[src/rtl/alu_instr_sequencer.sv]
// alu_instr_sequencer: T0..T6 control-step sequencer for register-register ALU instructions; in: clk, clr (sync reset), start, mem_ready, ir_data; out: busy, done, illegal, datapath strobes, one-hot reg_in/reg_out, alu_op; define SEQ_MEM_TIMEOUT_EN to abort a T1 memory wait after MEM_TIMEOUT cycles
module alu_instr_sequencer #(
  parameter int DATA_WIDTH = 32,
  parameter int NUM_REGS = 16,
  parameter int OPC_W = 5,
  parameter int REG_W = 4,
  parameter logic [OPC_W-1:0] LAST_ALU_OPC = 5'b10010,
  parameter logic [OPC_W-1:0] MUL_OPC = 5'b01111,
  parameter logic [OPC_W-1:0] DIV_OPC = 5'b10000,
  parameter logic [OPC_W-1:0] NEG_OPC = 5'b10001,
  parameter logic [OPC_W-1:0] NOT_OPC = 5'b10010,
  parameter int MEM_TIMEOUT = 15
) (
  input  logic                  clk,
  input  logic                  clr,
  input  logic                  start,
  input  logic                  mem_ready,
  input  logic [DATA_WIDTH-1:0] ir_data,
  output logic                  busy,
  output logic                  done,
  output logic                  illegal,
  output logic                  pc_out,
  output logic                  mar_in,
  output logic                  inc_pc,
  output logic                  zlow_out,
  output logic                  zhigh_out,
  output logic                  pc_in,
  output logic                  read,
  output logic                  mdr_in,
  output logic                  mdr_out,
  output logic                  ir_in,
  output logic                  y_in,
  output logic                  z_in,
  output logic                  hi_in,
  output logic                  lo_in,
  output logic [NUM_REGS-1:0]   reg_in,
  output logic [NUM_REGS-1:0]   reg_out,
  output logic [OPC_W-1:0]      alu_op
);
  typedef enum logic [2:0] {IDLE, T0, T1, T2, T3, T4, T5, T6} state_t;
  state_t st, nxt;
  logic [OPC_W-1:0] opc_d, opc_q;
  logic [REG_W-1:0] ra_d, rb_d, rc_d, ra_q, rc_q;
  logic un_d, wide_d, bad_d, un_q, wide_q, done_q, ill_q, t1_wait, tmo, finish;
  logic unused_ir;
  assign opc_d = ir_data[DATA_WIDTH-1 -: OPC_W];
  assign ra_d = ir_data[DATA_WIDTH-1-OPC_W -: REG_W];
  assign rb_d = ir_data[DATA_WIDTH-1-OPC_W-REG_W -: REG_W];
  assign rc_d = ir_data[DATA_WIDTH-1-OPC_W-2*REG_W -: REG_W];
  assign unused_ir = ^ir_data[DATA_WIDTH-1-OPC_W-3*REG_W:0];
  assign un_d = opc_d == NEG_OPC || opc_d == NOT_OPC;
  assign wide_d = opc_d == MUL_OPC || opc_d == DIV_OPC;
  assign bad_d = opc_d > LAST_ALU_OPC || int'(ra_d) >= NUM_REGS || int'(rb_d) >= NUM_REGS ||
                 (!un_d && int'(rc_d) >= NUM_REGS);
  assign finish = (st == T4 && un_q) || (st == T5 && !wide_q) || st == T6;
  assign busy = st != IDLE;
  assign done = done_q;
  assign illegal = ill_q;
  function automatic logic [NUM_REGS-1:0] onehot(input logic [REG_W-1:0] i);
    return NUM_REGS'(1) << i;
  endfunction
`ifdef SEQ_MEM_TIMEOUT_EN
  localparam int CW = $clog2(MEM_TIMEOUT + 1);
  logic [CW-1:0] t1_cnt;
  always_ff @(posedge clk)
    if (clr || st != T1) t1_cnt <= '0;
    else t1_cnt <= t1_cnt + CW'(1);
  assign tmo = st == T1 && !mem_ready && t1_cnt == CW'(MEM_TIMEOUT - 1);
`else
  localparam int unused_timeout = MEM_TIMEOUT;
  assign tmo = 1'b0;
`endif
  always_ff @(posedge clk) begin
    if (clr) begin
      st <= IDLE;
      opc_q <= '0;
      ra_q <= '0;
      rc_q <= '0;
      un_q <= 1'b0;
      wide_q <= 1'b0;
      done_q <= 1'b0;
      ill_q <= 1'b0;
      t1_wait <= 1'b0;
    end else begin
      st <= nxt;
      if (st == T3) begin
        opc_q <= opc_d;
        ra_q <= ra_d;
        rc_q <= rc_d;
        un_q <= un_d;
        wide_q <= wide_d;
      end
      done_q <= finish;
      ill_q <= (st == T3 && bad_d) || tmo;
      t1_wait <= st == T1;
    end
  end
  always_comb begin
    nxt = st;
    {pc_out, mar_in, inc_pc, zlow_out, zhigh_out, pc_in, read} = '0;
    {mdr_in, mdr_out, ir_in, y_in, z_in, hi_in, lo_in} = '0;
    reg_in = '0;
    reg_out = '0;
    alu_op = '0;
    case (st)
      IDLE: nxt = start ? T0 : IDLE;
      T0: begin
        {pc_out, mar_in, inc_pc, z_in} = '1;
        nxt = T1;
      end
      T1: begin
        {zlow_out, read, mdr_in} = '1;
        pc_in = !t1_wait;
        nxt = mem_ready ? T2 : tmo ? IDLE : T1;
      end
      T2: begin
        {mdr_out, ir_in} = '1;
        nxt = T3;
      end
      T3: begin
        reg_out = bad_d ? '0 : onehot(rb_d);
        y_in = !bad_d && !un_d;
        z_in = !bad_d && un_d;
        alu_op = (!bad_d && un_d) ? opc_d : '0;
        nxt = bad_d ? IDLE : T4;
      end
      T4: begin
        zlow_out = un_q;
        reg_in = un_q ? onehot(ra_q) : '0;
        reg_out = un_q ? '0 : onehot(rc_q);
        z_in = !un_q;
        alu_op = un_q ? '0 : opc_q;
        nxt = un_q ? IDLE : T5;
      end
      T5: begin
        zlow_out = 1'b1;
        lo_in = wide_q;
        reg_in = wide_q ? '0 : onehot(ra_q);
        nxt = wide_q ? T6 : IDLE;
      end
      T6: begin
        {zhigh_out, hi_in} = '1;
        nxt = IDLE;
      end
      default: nxt = IDLE;
    endcase
  end
endmodule
[config.mk]
export PLATFORM = sky130hd
export DESIGN_NAME = alu_instr_sequencer
export DESIGN_NICKNAME = d
export VERILOG_FILES = /design/src/rtl/alu_instr_sequencer.sv
export SDC_FILE = /design/constraint.sdc
export NUM_CORES = 1
export LEC_CHECK = 0
export ABC_AREA = 1
export BUFFER_PORTS_ARGS = -buffer_cell sky130_fd_sc_hd__buf_2
export CORE_MARGIN = 1.5
export CORE_UTILIZATION = 47
export CTS_BUF_LIST = sky130_fd_sc_hd__clkbuf_8 sky130_fd_sc_hd__clkbuf_16
export DETAILED_ROUTE_END_ITERATION = 8
export PLACE_DENSITY = 0.84
export SETUP_SLACK_MARGIN = 0.5
export SYNTH_ARGS = -nofsm -noshare
export SYNTH_HDL_FRONTEND = slang
export SYNTH_SLANG_ARGS = --single-unit
[constraint.sdc]
create_clock -name clk -period 2.2 [get_ports clk]
set_input_delay 0.11 -clock clk [delete_from_list [all_inputs] [get_ports clk]]
set_output_delay 0.11 -clock clk [all_outputs]
set_load 0.03 [all_outputs]
==> results of run 1 <==
sequential cells by signal, summed over array words and instances (netlist names):
name,count
st,3
ra_q,4
opc_q,5
un_q,1
illegal,1
t1_wait,1
wide_q,1
rc_q,4
done,1
cell type report:
class,instances,share of cell area
Clock buffer,3,0.01859
Clock inverter,1,0.001690
Inverter,32,0.06423
Multi-Input combinational cell,191,0.4372
Sequential cell,21,0.1949
Tap cell,44,0.02479
Timing Repair Buffer,89,0.2558
Timing Repair inverter,1,0.002817
worst register-to-register path: cells and delay by family (launching register included):
kind                   cells  cell delay [ns]
AOI/OAI and AO/OA          2             0.27
and+or+nand+nor            1             0.20
buffers and inverters      3             0.26
DFF                        1             0.39
path summary, 6_finish.rpt:
check,start,end,slack [ns]
min reg2reg,opc_q[1],opc_q[1],0.47
max,st[1],alu_op[1],0.49
min,ir_data[25],ra_q[2],0.12
max reg2reg,st[1],done,0.97
placed cells by master, fill, tap and decap left out, drive strengths merged:
master,Yosys,routed
o21ai,26,27
inv,32,33
nor2,50,50
or2,1,1
nand4,4,4
clkinv,0,1
nand2,51,51
clkbuf,3,10
nand3,32,32
dfxtp,21,21
buf,9,82
a21oi,13,13
nor3,11,11
o211ai,2,2
through the flow:
stage	power, mW	worst slack [ns]	instances
after floorplan	0.9896	0.4853	255
after global placement	1.097	0.5243	362
after detailed placement	1.108	0.5123	362
after CTS	1.416	0.5011	373
after global routing	1.646	0.3840	382
final	1.552	0.4887	382
logic make-up after synthesis:
logic type,count (synthesis),synth area share
AO/OA/AOI/OAI,41,0.1479
buffers and inverters,44,0.1337
flip-flops,21,0.2807
AND/OR/NAND/NOR,149,0.4378
what timing repair did:
| action | CTS | global route |
|---|---|---|
| pin swaps | 2 | 10 |
| setup buffers | 6 | 8 |
| gates resized for setup | 16 | 62 |
| cloned | 1 | 1 |
| hold endpoints to repair | 0 | 0 |
| endpoints found under the setup margin | 34 | 35 |
power groups by stage:
| stage | combinational [mW] | sequential, mW | clock [mW] |
|---|---|---|---|
| detailed placement | 0.601 | 0.507 | 0 |
| floorplan | 0.503 | 0.487 | 0 |
| CTS | 0.647 | 0.515 | 0.253 |
| finish | 0.778 | 0.525 | 0.249 |
| global route | 0.841 | 0.532 | 0.273 |
| global placement | 0.594 | 0.503 | 0 |
routing by layer:
| layer | wire [um] | global-route usage | up-vias |
|---|---|---|---|
| met2 | 2552 | 0.4113 | 76 |
| met3 | 295 | 0.04367 | 4 |
| met4 | 33 | 0.04545 | 0 |
| met1 | 1898 | 0.2937 | 926 |
| met5 | 0 | 0 | - |
| li1 | - | - | 992 |
==> impl_metrics.ini, run 1 <==
[power]
power_density_nw_per_um2 = 698.9
p_sw_mw = 0.7107
ir_worst_vdd_v = 0.0005267
total_leakage_power_nw = 1.103
p_clk_frac = 0.160
p_sw_frac = 0.4578
internal-power_mw = 0.8416
seqPwrFrac = 0.339
p_comb_frac = 0.501

[setup_path]
cp_cell_sequence = inv_6 -> buf_12 -> nand3_4 -> inv_6 -> nand2_1 -> o21ai_0 -> buf_2
worstPathRequired_ns = 2.09
path_depth = 7
worst-path-buf-inv = 4
reg2reg_depth = 6
crit_fanout = 10
cp.arrival_ns = 1.60
worstSetupStartpointType = flop
cp_top_family = buffers and inverters
cpMostUsedCell = inv_6
crit_path_end_kind = primary output
slowest_stage = dfxtp_4
critical_path_class = reg -> out
slowest_delay_ns = 0.37

[sta]
period_share = 0.7778
fin_crit_ns = 1.711
tns_ns = 0
holdWs_ns = 0.1153
rsz0062_at_grt = true
fin_worst_skew_ns = 0.002162
hold_viol_final = 0
slew_violations = 0
finalSetupViolCount = 0
worstMarginPinSlew_ns = 0.3548
relSlewSlack = 0.7632
fmax_mhz = 584.4

[final_layout]
multi_input_area_um2 = 970.9
synthToLayoutAreaGrowth_pct = 48.29
regArea_um2 = 432.9
final_cell_area_um2 = 2221
drive_above_1_share = 0.3669
n_antenna_cell = 0
n_fill_cell = 272
fin_util = 0.7335
fin_nets = 375

[hold_path]
hold_path.class = in -> reg
hold_path_depth = 3

[global_route]
grt_pass1_vias = 1471
grt.overflow.total = 0
antenna_found_initial = 0
grt_max_degree = 24
groute.usage.overall = 0.2330
grt_pass1_wl_um = 6348

[route]
post_drt_wl_per_cell_um = 12.51
dr.pass1.iters = 4
vias = 1998
drtIter0Drc = 170
drc = 0
via_per_inst = 5.230
wl_um = 4779
ant_nets = 0

[floorplanning]
io_pins = 90
start_util = 0.4946
die_h_um = 59.45
die_w_um = 59.45
std_cell_rows = 20
dieArea_um2 = 3534
core_um2 = 3028

[logic_synthesis]
syn_nets = 291
netlist_area_um2 = 1498
synth_common_cells = nand2_1 (49), nor2_1 (49), nand3_1 (30)
async_reset_ff_frac = 0
synth-seq-cells = 21
yosysUniqueCellTypes = 23
yosysTopAreaCellShare = 0.2807
synth-edff-count = 0
synthFlopType = dfxtp_1
ys_warn_count = 0
synthTopCellsByArea = dfxtp_1 (28%), nand2_1 (12%), nor2_1 (12%)
synthCells = 255
ys_seq_area_frac = 0.2807
synth_top_area_cell = dfxtp_1
synth_area_per_cell_um2 = 5.873

[status]
status = complete, no violations

[clocking]
clk_pin_slew_ns = 0.07
clockBufferDepth = 2
cts_sinks = 21
clk_latency_ns = 0.26
cts.hold.buffers_added = 0
cts_max_level = 1
numCtsBuffers = 3
cts_tree = built
cts_root_buffer = clkbuf_8

[job]
drv_cap = 0

[place]
port_buffers = 74
gp_congestion = 0.8747
place_area_um2 = 1868
dpl.hpwl_um = 3104
(Power assumes the default switching activity.)
==> inputs of run 2 (changes only) <==
ABC_AREA = 0   (was 1)
CORE_UTILIZATION = 44   (was 47)
PLACE_DENSITY = 0.79   (was 0.84)
clock period = 1.7 ns   (was 2.2 ns; I/O delays follow)
==> run 2 against run 1 <==
  * The run now fails in 5_1_grt
  * Synthesized area up 2.7%
  * Synthesized cell count down 16%
==> impl_metrics.ini, run 2 <==
[status]
status = aborted with a tool error
haltStage = 5_1_grt
tool.error = [ERROR DPL-0038] Utilization greater than 100%, impossible to legalize

[clocking]
clockBufferDepth = 2
numCtsBuffers = 3
cts.hold.buffers_added = 0
cts_sinks = 21
cts_max_level = 1
cts_root_buffer = clkbuf_8

[place]
port_buffers = 74
dpl.hpwl_um = 3484
gp_congestion = 0.8320

[logic_synthesis]
synth-edff-count = 0
yosysMostFrequentCell = nand2_1
synth-seq-cells = 21
async_reset_ff_frac = 0
ys_warn_count = 0
synth_area_per_cell_um2 = 7.152
synthTopCellsByArea = dfxtp_1 (27%), nand2_1 (10%), a21oi_1 (5.2%)
yosysUniqueCellTypes = 44
synth_top_area_cell = dfxtp_1
synth_common_cells = nand2_1 (43), dfxtp_1 (21), a21oi_1 (16)
synthCells = 215
synthFlopType = dfxtp_1
ys_seq_area_frac = 0.2734
syn_nets = 251
yosysTopAreaCellShare = 0.2734
netlist_area_um2 = 1538

[sta]
crit_endpoint = reg_out[4]
worst_endpoint_kind = top-level output

[global_route]
grt_max_degree = 24

[floorplanning]
die_w_um = 62.12
die_h_um = 62.12
start_util = 0.4608
std_cell_rows = 21
io_pins = 90
-- run 2: changes by cell type after synthesis, moves of 6 or more --
cell      before  now
nor2_1        49   10
inv_1         28    4
nand2_1       49   43
o21ai_0       22    2
nand2b_1       0   12
nor4_1         0    6
o22ai_1        0    6
nand3_1       30    7
-- run 2: repair_timing --
action,CTS
gates resized for setup,154
pin swaps,30
endpoints found under the hold margin,0
endpoints found under the setup margin,73
setup buffers,16
-- run 2: kinds of logic after synthesis --
group,share of synthesized area
mux,0.01302
xor+xnor,0.005697
compound gates,0.2059
simple gates,0.4150
buf+inv,0.08706
flops,0.2734
-- run 2: through the flow --
| step | cells | setup slack [ns] | utilization | hold WS, ns | cell area (um2) |
|---|---|---|---|---|---|
| after floorplan | 215 | 0.1776 | - | 0.2210 | 2061 |
| after global placement | 327 | 0.1082 | 0.7248 | 0.3294 | 2419 |
| after detailed placement | 327 | 0.08402 | 0.7248 | 0.3310 | 2419 |
| after CTS | 347 | 0.01827 | 0.9269 | 0.04087 | 3093 |
==> inputs of run 3 (changes only) <==
CORE_UTILIZATION = 40   (was 44)
CTS_BUF_LIST = unset   (was sky130_fd_sc_hd__clkbuf_8 sky130_fd_sc_hd__clkbuf_16)
PLACE_DENSITY = unset   (was 0.79)
PLACE_DENSITY_LB_ADDON = 0.15   (was unset)
SETUP_SLACK_MARGIN = unset   (was 0.5)
==> run 3 against run 2 <==
  * The flow now finishes without violations
  * Synthesized cell count stayed put
  * Synthesized area did not move
==> impl_metrics.ini, run 3 <==
[clocking]
cts_max_level = 1
clk_latency_ns = 0.26
clk_pin_slew_ns = 0.08
cts_sinks = 21
numCtsBuffers = 3
cts.hold.buffers_added = 0
cts_tree = built
cts_root_buffer = clkbuf_8
clockBufferDepth = 2

[route]
drc = 0
post_drt_wl_per_cell_um = 13.25
ant_nets = 0
dr.pass1.iters = 4
wl_um = 4612
via_per_inst = 5.402
drtIter0Drc = 105
vias = 1880

[logic_synthesis]
ys_seq_area_frac = 0.2734
syn_nets = 251
ys_warn_count = 0
synth-edff-count = 0
synth-seq-cells = 21
yosysUniqueCellTypes = 44
synth_top_area_cell = dfxtp_1
synthTopCellsByArea = dfxtp_1 (27%), nand2_1 (10%), a21oi_1 (5.2%)
synth_area_per_cell_um2 = 7.152
yosysMostFrequentCell = nand2_1
netlist_area_um2 = 1538
async_reset_ff_frac = 0
synthCells = 215
synthFlopType = dfxtp_1
synth_common_cells = nand2_1 (43), dfxtp_1 (21), a21oi_1 (16)
yosysTopAreaCellShare = 0.2734

[setup_path]
rrSetupSlack_ns = 0.12
critical_path_class = reg -> out
crit_path_end_kind = primary output
cp_cell_sequence = buf_6 -> and4bb_2 -> nand2_2 -> buf_4 -> o22ai_1 -> buf_4
critical_path.startpoint = st[0]
slowest_delay_ns = 0.40
worstReg2RegStart = st[1]
slowest_stage = dfxtp_4
critPathCapture = reg_out[2]
worstSetupStartpointType = flop
cp.arrival_ns = 1.61
reg2reg_depth = 5
worstPathRequired_ns = 1.62
crit_fanout = 6
cpMostUsedCell = buf_4
r2r-end = wide_q

[final_layout]
synthToLayoutAreaGrowth_pct = 58.26
layout_common_cells = buf_2 (48), buf_4 (46), nand2_1 (41)
drive_above_1_share = 0.4933
largest_reg_flops = 5
fin_nets = 337
reg_top3 = opc_q x5, ra_q x4, rc_q x4
n_fill_cell = 344
n_antenna_cell = 0
final_common_cell = buf_2
stdcell_count = 348
top_register = opc_q

[sta]
fin_crit_ns = 1.700
worstMarginPinSlew_ns = 0.5993
fmax_mhz = 588.3
period_share = 0.9999
finalSetupViolCount = 0
relSlewSlack = 0.5990
fin_worst_skew_ns = 0.004274
fin_ws_ns = 0.0001158
slew_violations = 0
holdWs_ns = 0.05324
hold_viol_final = 0
rsz0062_at_grt = true

[place]
placed_cells_incl_taps = 328
dp_slack_ns = 0.1466
dpl.hpwl_um = 3189
port_buffers = 74
gp_congestion = 0.9112

[floorplanning]
die_h_um = 65
start_util = 0.4169
die_w_um = 65
io_pins = 90
core_um2 = 3689
std_cell_rows = 22
dieArea_um2 = 4225

[global_route]
grt_pass1_wl_um = 7031
grt_max_degree = 24
antenna_found_initial = 0
grt.overflow.total = 0
grt_pass1_vias = 1504
groute.usage.overall = 0.2068

[power]
p_comb_frac = 0.261
internal-power_mw = 0.7802
p_sw_frac = 0.3288
p_sw_mw = 0.3823
p_clk_frac = 0.287
power_density_nw_per_um2 = 477.7
seqPwrFrac = 0.452
power_mw = 1.163
total_leakage_power_nw = 1.062
ir_worst_vdd_v = 0.0003736

[hold_path]
hold_path.class = in -> reg

[job]
drv_cap = 0

[status]
status = complete, no violations
[run 3: layout make-up]
class | count | area [um2] | share of cell area
Timing Repair Buffer | 102 | 680.7 | 0.2797
Clock inverter | 1 | 5.005 | 0.002057
Clock buffer | 3 | 41.29 | 0.01697
Sequential cell | 21 | 431.7 | 0.1774
Multi-Input combinational cell | 169 | 1200 | 0.4931
Tap cell | 48 | 60.06 | 0.02468
Inverter | 4 | 15.01 | 0.006170
[run 3: cells by family after synthesis]
group	Yosys count	share of synthesized area
buffers and inverters	25	0.08706
and+or+nand+nor	119	0.4150
AOI/OAI and AO/OA	47	0.2059
DFF	21	0.2734
xor gates and xnor gates	1	0.005697
muxes	2	0.01302
[run 3: layer usage]
| metal | track usage | share of wire | vias to the layer above |
|---|---|---|---|
| met5 | 0 | 0 | - |
| met4 | 0.03191 | 0.0046 | 0 |
| met3 | 0.03299 | 0.052 | 4 |
| met2 | 0.3260 | 0.49 | 59 |
| met1 | 0.3010 | 0.46 | 870 |
| li1 | - | - | 947 |
[run 3: critical path, delay by kind of cell (launching register included)]
kind                   cells  cell delay, ns
DFF                        1            0.40
buffers and inverters      3            0.45
and+or+nand+nor            2            0.38
AOI/OAI and AO/OA          1            0.12
[run 3: power by group through the flow]
stage	clock network (mW)	registers, mW	logic (mW)
3_5_place_dp	0	0.536	0.263
3_3_place_gp	0	0.536	0.261
4_1_cts	0.344	0.523	0.275
5_1_grt	0.365	0.528	0.327
2_1_floorplan	0	0.522	0.199
6_report	0.334	0.525	0.304
[run 3: how the worst min path moves through the flow]
| stage | startpoint | end | slack, ns | depth (start not counted) |
|---|---|---|---|---|
| 2_1_floorplan | ir_data[29] | opc_q[2] | 0.22 | 2 |
| 3_3_place_gp | ir_data[25] | ra_q[2] | 0.33 | 3 |
| 3_5_place_dp | ir_data[23] | ra_q[0] | 0.33 | 3 |
| 4_1_cts | ir_data[23] | ra_q[0] | 0.05 | 3 |
| 5_1_grt | ir_data[16] | rc_q[1] | 0.06 | 3 |
| 6_report | ir_data[24] | ra_q[1] | 0.05 | 3 |
[run 3: stage by stage]
| step | setup TNS (ns) | cell area (um2) | utilization |
|---|---|---|---|
| 2_1_floorplan | -1.042 | 1660 | - |
| 3_3_place_gp | 0 | 2074 | 0.5624 |
| 3_5_place_dp | 0 | 2074 | 0.5624 |
| 4_1_cts | -0.1304 | 2200 | 0.5963 |
| 5_1_grt | -0.3769 | 2434 | 0.6598 |
| 6_report | 0 | 2434 | 0.6598 |
[run 3: repair_timing]
| action | in CTS | in global routing |
|---|---|---|
| pin swaps | 6 | 10 |
| gates resized for setup | 23 | 43 |
| cloned | 0 | 0 |
| buffers inserted | 3 | 13 |
| setup endpoints to repair | 36 | 32 |
==> inputs of run 4 (changes only) <==
BUFFER_PORTS_ARGS = -buffer_cell sky130_fd_sc_hd__buf_4   (was -buffer_cell sky130_fd_sc_hd__buf_2)
CORE_MARGIN = unset   (was 1.5)
==> run 4 against run 3 <==
  * The flow now finishes with violations (negative setup slack)
  * Sequential power is essentially flat
  * Sequential share of layout area about the same
  * Via count shrank 1.7%
  * Maximum frequency decreased by 0.46%
  * Wire length decreased by 2.1%
  * Power increased by 0.22%
  * Worst setup slack lost 0.0079 ns
  * Hold slack gained 0.017 ns
  * Critical path type unchanged
==> impl_metrics.ini, run 4 (synthesis gave the netlist of run 3 again) <==
[status]
status = complete, but fails checks
failed_checks = negative setup slack

[global_route]
met1_usage = 0.2975
grt_pass1_wl_um = 7355
antenna_found_initial = 0
groute.usage.overall = 0.2243
grt_max_degree = 24
grt.overflow.total = 0
met2_usage = 0.3697
grtUsageMet3 = 0.04464
grt_pass1_vias = 1641
grt_busiest_layer = met2

[sta]
fin_crit_ns = 1.708
rsz0062_at_grt = true
slew_violations = 0
relSlewSlack = 0.6350
holdWs_ns = 0.07059
period_share = 1.005
hold_viol_final = 0
tns_ns = -0.01684
fin_worst_skew_ns = 0.001342
finalSetupViolCount = 3
worstMarginPinSlew_ns = 0.5454
fin_ws_ns = -0.007744
fmax_mhz = 585.6

[final_layout]
reg_top3 = opc_q x5, ra_q x4, rc_q x4
synthToLayoutAreaGrowth_pct = 57.93
layout_common_cells = buf_4 (89), nand2_1 (42), dfxtp_1 (17)
final_cell_area_um2 = 2429
drive_above_1_share = 0.4621
final_common_cell = buf_4
stdcell_count = 338
top_register = opc_q
largest_reg_flops = 5
fin_nets = 327
n_antenna_cell = 0
n_fill_cell = 356

[route]
ant_nets = 0
drc = 0
vias = 1848
post_drt_wl_per_cell_um = 13.36
drtIter0Drc = 118
dr.pass1.iters = 4
via_per_inst = 5.467
wl_um = 4514

[power]
total_leakage_power_nw = 1.020
power_density_nw_per_um2 = 479.7
ir_worst_vdd_v = 0.0002972

[setup_path]
cp.arrival_ns = 1.62
crit_fanout = 6
worstSetupStartpointType = flop
critical_path.startpoint = st[0]
critical_path_class = reg -> out
worstPathRequired_ns = 1.62
worstReg2RegStart = st[0]
crit_path_end_kind = primary output

[floorplanning]
io_pins = 90
dieArea_um2 = 4096
die_w_um = 64
core_um2 = 3661
die_h_um = 64
std_cell_rows = 22
start_util = 0.4200

[clocking]
cts.hold.buffers_added = 0
clockBufferDepth = 2
clk_pin_slew_ns = 0.08
cts_root_buffer = clkbuf_8
clk_latency_ns = 0.26
cts_tree = built
cts_max_level = 1
numCtsBuffers = 3
cts_sinks = 21

[place]
place_area_um2 = 2252
placed_cells_incl_taps = 327
dpl.hpwl_um = 3337
port_buffers = 74
gp_congestion = 0.8492

[hold_path]
hold_path.class = in -> reg
min_from = ir_data[16]

[job]
drv_cap = 0
run 4: changes by cell type in the layout (fill, tap and decap cells not counted), moves of 2 or more:
cell	previous run	this run
buf_2	48	0
buf_4	46	89
buf_6	6	2
o31ai_1	2	4
o31ai_2	2	0
run 4: power breakdown:
part	leakage, nW	switching, mW	internal, mW
registers	0.172	0.0203	0.505
clock network	0.0255	0.161	0.163
logic	0.822	0.186	0.130
run 4: repair_timing:
| action | 4_1_cts | 5_1_grt |
|---|---|---|
| resized for setup | 9 | 11 |
| setup buffers | 5 | 2 |
| pin swaps | 5 | 10 |
| endpoints found under the setup margin | 37 | 23 |
run 4: layer usage:
metal  vias to the layer above  share of wire  wire length, um
li1                        927              -                -
met2                        59           0.50             2252
met1                       855           0.43             1949
met3                         7          0.056              253
met4                         0          0.013               58
met5                         -              0                0
run 4: worst max-delay path, cell delays in order, from the launching register on:
cell and delay (ns):
dfxtp_4 0.37, nor3b_4 0.33, buf_4 0.19, and3_1 0.18
a22o_1 0.14, buf_4 0.15
run 4: final timing paths:
path	end	slack (ns)	depth (start not counted)
max reg2reg	wide_q	0.22	4
min	rc_q[1]	0.07	3
min reg2reg	opc_q[1]	0.46	2
max	alu_op[1]	-0.008	5
run 4: cell type report:
cell class / instances / area, um2 / area share
Clock buffer: 3 / 41.29 / 0.01700
Clock inverter: 1 / 5.005 / 0.002061
Inverter: 4 / 15.01 / 0.006182
Multi-Input combinational cell: 169 / 1166 / 0.4802
Sequential cell: 21 / 430.4 / 0.1772
Tap cell: 48 / 60.06 / 0.02473
Timing Repair Buffer: 92 / 710.7 / 0.2926
run 4: metrics by stage:
stage / setup slack (ns) / total power [mW] / utilization
after floorplan: -0.1454 / 0.7211 / -
after global placement: 0.07347 / 0.8270 / 0.6152
after detailed placement: 0.07620 / 0.8309 / 0.6152
after CTS: -0.02374 / 1.170 / 0.6446
after global routing: -0.1155 / 1.232 / 0.6634
final: -0.007744 / 1.165 / 0.6634
